--- config.mk ---
export PLATFORM = sky130hd
export DESIGN_NAME = cs_addsub_seq
export DESIGN_NICKNAME = d
export VERILOG_FILES = /design/src/rtl/cs_addsub_seq_pkg.sv /design/src/rtl/cs_addsub_seq_slice.sv /design/src/rtl/cs_addsub_seq.sv
export SDC_FILE = /design/constraint.sdc
export NUM_CORES = 1
export LEC_CHECK = 0
export ABC_AREA = 1
export CAP_MARGIN = 15
export CELL_PAD_IN_SITES_DETAIL_PLACEMENT = 1
export CELL_PAD_IN_SITES_GLOBAL_PLACEMENT = 2
export CORE_ASPECT_RATIO = 1.5
export CORE_MARGIN = 2
export CORE_UTILIZATION = 33
export DETAILED_ROUTE_END_ITERATION = 7
export GPL_TIMING_DRIVEN = 0
export HOLD_SLACK_MARGIN = 0.12
export PLACE_DENSITY = 0.93
export SKIP_LAST_GASP = 1
export SYNTH_ARGS = -nofsm -noshare
export SYNTH_HDL_FRONTEND = slang
export SYNTH_SLANG_ARGS = --single-unit
--- constraint.sdc ---
create_clock -name clk -period 3.65 [get_ports clk]
set_input_delay 1.095 -clock clk [delete_from_list [all_inputs] [get_ports clk]]
set_output_delay 1.095 -clock clk [all_outputs]
set_load 0.05 [all_outputs]
--- src/rtl/cs_addsub_seq_pkg.sv ---
// Shared definitions for the carry-select sequential add/subtract unit.
//   MODE_ADD / MODE_SUB : encodings of the mode input
//   state_t             : controller states (ST_IDLE, ST_BUSY)
package cs_addsub_seq_pkg;

  localparam logic MODE_ADD = 1'b0;
  localparam logic MODE_SUB = 1'b1;

  typedef enum logic {
    ST_IDLE = 1'b0,
    ST_BUSY = 1'b1
  } state_t;

endpackage : cs_addsub_seq_pkg

--- src/rtl/cs_addsub_seq_slice.sv ---
// One carry-select slice: both carry hypotheses are summed in parallel and the
// real carry-in only drives the final mux, keeping it off the adder path.
//   a, b  : SLICE-bit slice operands
//   cin   : carry into the slice
//   sum   : SLICE-bit slice result
//   cout  : carry out of the slice
module cs_addsub_seq_slice #(
  parameter int SLICE = 4
) (
  input  logic [SLICE-1:0] a,
  input  logic [SLICE-1:0] b,
  input  logic             cin,
  output logic [SLICE-1:0] sum,
  output logic             cout
);

  logic [SLICE:0] sum_c0;
  logic [SLICE:0] sum_c1;

  assign sum_c0 = {1'b0, a} + {1'b0, b};
  assign sum_c1 = {1'b0, a} + {1'b0, b} + {{SLICE{1'b0}}, 1'b1};

  assign {cout, sum} = cin ? sum_c1 : sum_c0;

endmodule : cs_addsub_seq_slice

--- src/rtl/cs_addsub_seq.sv ---
// Multi-cycle WIDTH-bit add/subtract, one SLICE-bit carry-select slice per clock.
//   clk, rst_n : clock (rising edge) and asynchronous active-low reset
//   start      : request, sampled only while idle
//   mode       : 0 = add, 1 = subtract (a - b - c_in)
//   a, b, c_in : operands and carry/borrow-in, latched on acceptance
//   busy       : operation in progress
//   done       : one-cycle completion pulse
//   sum        : result, held until the next completion
//   c_out      : raw carry out of MSB (subtract: 1 = no borrow)
//   ovf, zero  : signed overflow, result is zero
module cs_addsub_seq
  import cs_addsub_seq_pkg::*;
#(
  parameter int WIDTH = 32,
  parameter int SLICE = 4
) (
  input  logic             clk,
  input  logic             rst_n,
  input  logic             start,
  input  logic             mode,
  input  logic [WIDTH-1:0] a,
  input  logic [WIDTH-1:0] b,
  input  logic             c_in,
  output logic             busy,
  output logic             done,
  output logic [WIDTH-1:0] sum,
  output logic             c_out,
  output logic             ovf,
  output logic             zero
);

  localparam int NSLICE = WIDTH / SLICE;
  localparam int CW     = (NSLICE > 1) ? $clog2(NSLICE) : 1;

  state_t           state_q, state_d;
  logic [WIDTH-1:0] a_q, bx_q, work_q, work_d;
  logic             carry_q;
  logic [CW-1:0]    cnt_q;
  logic             accept, last;
  int               base;
  logic [SLICE-1:0] slice_sum;
  logic             slice_cout;

  // Slice selection, next working value and FSM decisions.
  // NOTE: every variable gets a default first so no path can infer a latch.
  always_comb begin
    state_d = state_q;
    accept  = 1'b0;
    last    = 1'b0;
    base    = int'(cnt_q) * SLICE;
    // Full result as it will look after this edge; at the last slice this is
    // the final sum, so flags can load in the same edge as the top slice.
    work_d  = work_q;
    work_d[base +: SLICE] = slice_sum;
    case (state_q)
      ST_IDLE: begin
        if (start) begin
          accept  = 1'b1;
          state_d = ST_BUSY;
        end
      end
      ST_BUSY: begin
        if (cnt_q == CW'(NSLICE - 1)) begin
          last    = 1'b1;
          state_d = ST_IDLE;
        end
      end
      default: state_d = ST_IDLE;
    endcase
  end

  cs_addsub_seq_slice #(.SLICE(SLICE)) u_slice (
    .a    (a_q[base +: SLICE]),
    .b    (bx_q[base +: SLICE]),
    .cin  (carry_q),
    .sum  (slice_sum),
    .cout (slice_cout)
  );

  // NOTE: sequential state uses non-blocking assignments so every register
  // samples pre-edge values regardless of statement order.
  always_ff @(posedge clk or negedge rst_n) begin
    if (!rst_n) state_q <= ST_IDLE;
    else        state_q <= state_d;
  end

  // NOTE: the working register is reset too, so no stale partial result of an
  // aborted operation survives reset.
  always_ff @(posedge clk or negedge rst_n) begin
    if (!rst_n) begin
      a_q     <= '0;
      bx_q    <= '0;
      work_q  <= '0;
      carry_q <= 1'b0;
      cnt_q   <= '0;
      done    <= 1'b0;
      sum     <= '0;
      c_out   <= 1'b0;
      ovf     <= 1'b0;
      zero    <= 1'b0;
    end else begin
      done <= last;
      if (accept) begin
        // Subtraction is a + ~b + ~c_in, i.e. a - b - c_in in two's complement.
        a_q     <= a;
        bx_q    <= (mode == MODE_SUB) ? ~b : b;
        carry_q <= (mode == MODE_SUB) ? ~c_in : c_in;
        cnt_q   <= '0;
      end else if (state_q == ST_BUSY) begin
        work_q  <= work_d;
        carry_q <= slice_cout;
        cnt_q   <= cnt_q + CW'(1);
      end
      if (last) begin
        sum   <= work_d;
        c_out <= slice_cout;
        ovf   <= (a_q[WIDTH-1] == bx_q[WIDTH-1]) && (work_d[WIDTH-1] != a_q[WIDTH-1]);
        zero  <= (work_d == '0);
      end
    end
  end

  assign busy = (state_q == ST_BUSY);

endmodule : cs_addsub_seq

==> flow_metrics.tcl <==
set metrics [dict create \
    drtIter0Drc 242 \
    clkLatencyLatePin_ns 0.43 \
    synthToLayoutAreaGrowth_pct 32.7 \
    swShare_pct 48.6 \
    share_of_cells_above_drive_strength_1_pct 15.1 \
    result_of_the_run "finished, final reports clean" \
    syn_area_per_cell_um2 8.63 \
    timing.critical_path.arrival_ns 3.84 \
    final.setup_skew_ns 0.0126 \
    timing.final.max_slew_violations 0 \
    final_cell_mix "182 x nand2_1, 136 x dfrtp_1, 123 x o21ai_0" \
    maximum_net_fanout_on_the_critical_path 10 \
    io_pins 106 \
    dieArea_um2 21900 \
    cts_tree "built" \
    initial_utilization_pct 33.6 \
    vias 5909 \
    hpwl_um 15600 \
    finalHoldWorstSlack_ns 0.483 \
    grt_max_degree 76 \
    startpoint_type "flip-flop" \
    first_global_vias 6530 \
    globalRouteTotalUtil_pct 20.1 \
    share_of_power_burned_in_registers_pct 25.7 \
    ys.flop_type "dfrtp_1" \
    final_layout_setup_total_negative_slack_ns 0 \
    ys_top_cells_by_area "dfrtp_1 50%, nand2_1 10%, o21ai_0 9.2%, mux2_2 5.1%, nor2_1 4.4%" \
    fmax_mhz 287 \
    power.density_nw_per_um2 1130 \
    worst_hold_path_class "flip-flop to flip-flop" \
    min_period_over_period_pct 95.3 \
    layout.cells.most_common "nand2_1" \
    timing.max_slew.rel_slack_pct 54.2 \
    leakagePower_nw 3.95 \
    yosys.area.top_type "dfrtp_1" \
    drt-total-wl_um 20900 \
    syn_inst 793 \
    fin_cells 1205 \
    tritoncts_num_sinks 137 \
    fraction_of_synthesized_cell_area_taken_by_the_top_area_cell_type_pct 50.1 \
    postSynthRegisterBits 137 \
    buffer_ports.inserted 104 \
    worst_setup_hold_path_clk_slew_ns 0.06 \
    vdd_drop_max_v 0.000450 \
    fin_crit_ns 3.48 \
    syn_nets 875 \
    final-hold-violation-count 0 \
    antenna_violating_nets_post_route 0 \
    num-nets-final 1010 \
    grt_antenna_before_repair 0 \
    dp_slack_ns -0.638 \
    synth_warnings 0 \
    dpl_cell_area_um2 8240 \
    numCtsBuffers 17 \
    core_area_um2 20300 \
    critPathKind "flip-flop to flip-flop" \
    setup_violations 0 \
    post_drt_wl_per_cell_um 17.3 \
    worstMarginPinSlew_ns 0.688 \
    seq_area_frac_synth_pct 50.1 \
    final_util_pct 44.6 \
    ctsRootBufferMaster "clkbuf_16" \
    number_of_h_tree_levels 4 \
    grt_first_pass_wirelength_um 34200 \
    grt_overflow_total 0 \
    drv.max_cap_violation_count 0 \
    worst_slack_ns 0.170 \
    internal-power_mw 5.29 \
    switching_component_of_the_power_mw 5.00 \
    rows 64 \
    detailed_routing_iteration_count_for_the_pre_antenna_repair_pass 4 \
    final_cell_area_um2 9080 \
    die_h_um 180 \
    die_width_um 122 \
    placed_cell_count 1162 \
    end_kind "flip-flop" \
    cts.path.max_buffers 2 \
    synth.lib_cells_used.distinct 37 \
    share_comb_of_total_power_pct 58.2 \
    synth-edff-count 0 \
    syn_area_um2 6840 \
    worst_ep_required_time_ns 4.01 \
    gp_congestion 0.878 \
    cts_hold_buf 0 \
    antenna_cells_inserted 0 \
    drc_errors 0 \
    postSynth.asyncResetShare_pct 100 \
    power_frac_clock_pct 16.1 \
    grt_setup_unrepaired "true" \
    avgViaCountPerCell 4.90 \
    power.total_mw 10.3 \
]
## Yosys cell counts (all sizes together) (2+ instances only)
| cell | count |
|---|---|
| a21oi | 5 |
| a31oi | 10 |
| dfrtp | 137 |
| mux2 | 31 |
| nor2 | 86 |
| inv | 40 |
| nand3 | 40 |
| or2 | 4 |
| xnor2 | 33 |
| o21ai | 140 |
| clkinv | 3 |
| buf | 10 |
| ha | 12 |
| o22ai | 9 |
| clkbuf | 30 |
| nand2 | 194 |
| o211ai | 3 |
| nand4 | 2 |
## worst max-delay path, stage by stage (launching register included)
cell	delay, ns
dfrtp_2	0.45
buf_12	0.17
clkbuf_8	0.17
nor2_2	0.12
o22ai_2	0.10
nor2_1	0.11
a31oi_1	0.07
ha_2	0.24
fa_2	0.63
ha_4	0.21
nand2_1	0.07
nand2_2	0.11
inv_2	0.09
nor2_1	0.05
nand2_1	0.09
nand2_2	0.07
nor2_2	0.09
nand2_2	0.09
nor2_2	0.13
nand3_1	0.08
nor2_1	0.10
nand3_1	0.10
nand2_1	0.08
## per-layer routing
layer	vias up	global-route usage [%]	share of wire, %
met5	-	0	0
met4	0	8.55	3.3
met3	40	3.51	2.6
met2	109	37.7	56
met1	2871	21.8	38
li1	2889	-	-
## state kept, by name (all words and copies together) (netlist names), 3 cells and up
signal,flops
a_q,32
bx_q,32
sum,32
work_q,32
cnt_q,3
## logic make-up (layout without fill, tap and decap cells)
kind of cell               count (synthesis)  in the layout  synth area share (%)
buffers and inverters                     83            231                  5.10
and+or+nand+nor                          326            326                  20.0
AOI/OAI and AO/OA                        169            169                  12.9
adders and majority gates                 13             13                  2.49
muxes                                     31             31                  5.10
DFF                                      137            137                  50.1
xor gates and xnor gates                  34             34                  4.35
## final timing paths
check	cells past startpoint	end	startpoint	slack, ns
worst max-delay path	22	zero	cnt_q[0]	0.17
worst min-delay path	2	sum[5]	sum[5]	0.48
worst max register to register	22	zero	cnt_q[0]	0.17
worst min register to register	2	sum[5]	sum[5]	0.48
max in group asynchronous	2	cnt_q[0]	rst_n	2.20
min in group asynchronous	1	sum[4]	rst_n	0.64
## layout make-up
cell class,instances,area (um2)
fill,2430,11300
sequential,137,3430
multi-input combinational,573,3180
timing repair buffer,116,1150
clock buffer,22,474
tap,264,330
buffer,40,241
inverter,43,178
clock inverter,10,95.1
## power groups by stage
stage | combinational (mW) | sequential [mW] | clock [mW]
after floorplan | 3.15 | 3.07 | 0
after global placement | 5.22 | 2.64 | 0
after detailed placement | 5.37 | 2.66 | 0
after CTS | 5.60 | 2.64 | 1.69
after global routing | 6.61 | 2.73 | 1.75
final | 5.99 | 2.64 | 1.66
## repair_timing
item / 4_1_cts / 5_1_grt
pin swaps: 2 / 11
setup endpoints to repair: 44 / 6
resized for setup: 27 / 33
buffers inserted: 7 / 4
Power figures use the tool's default switching activity.
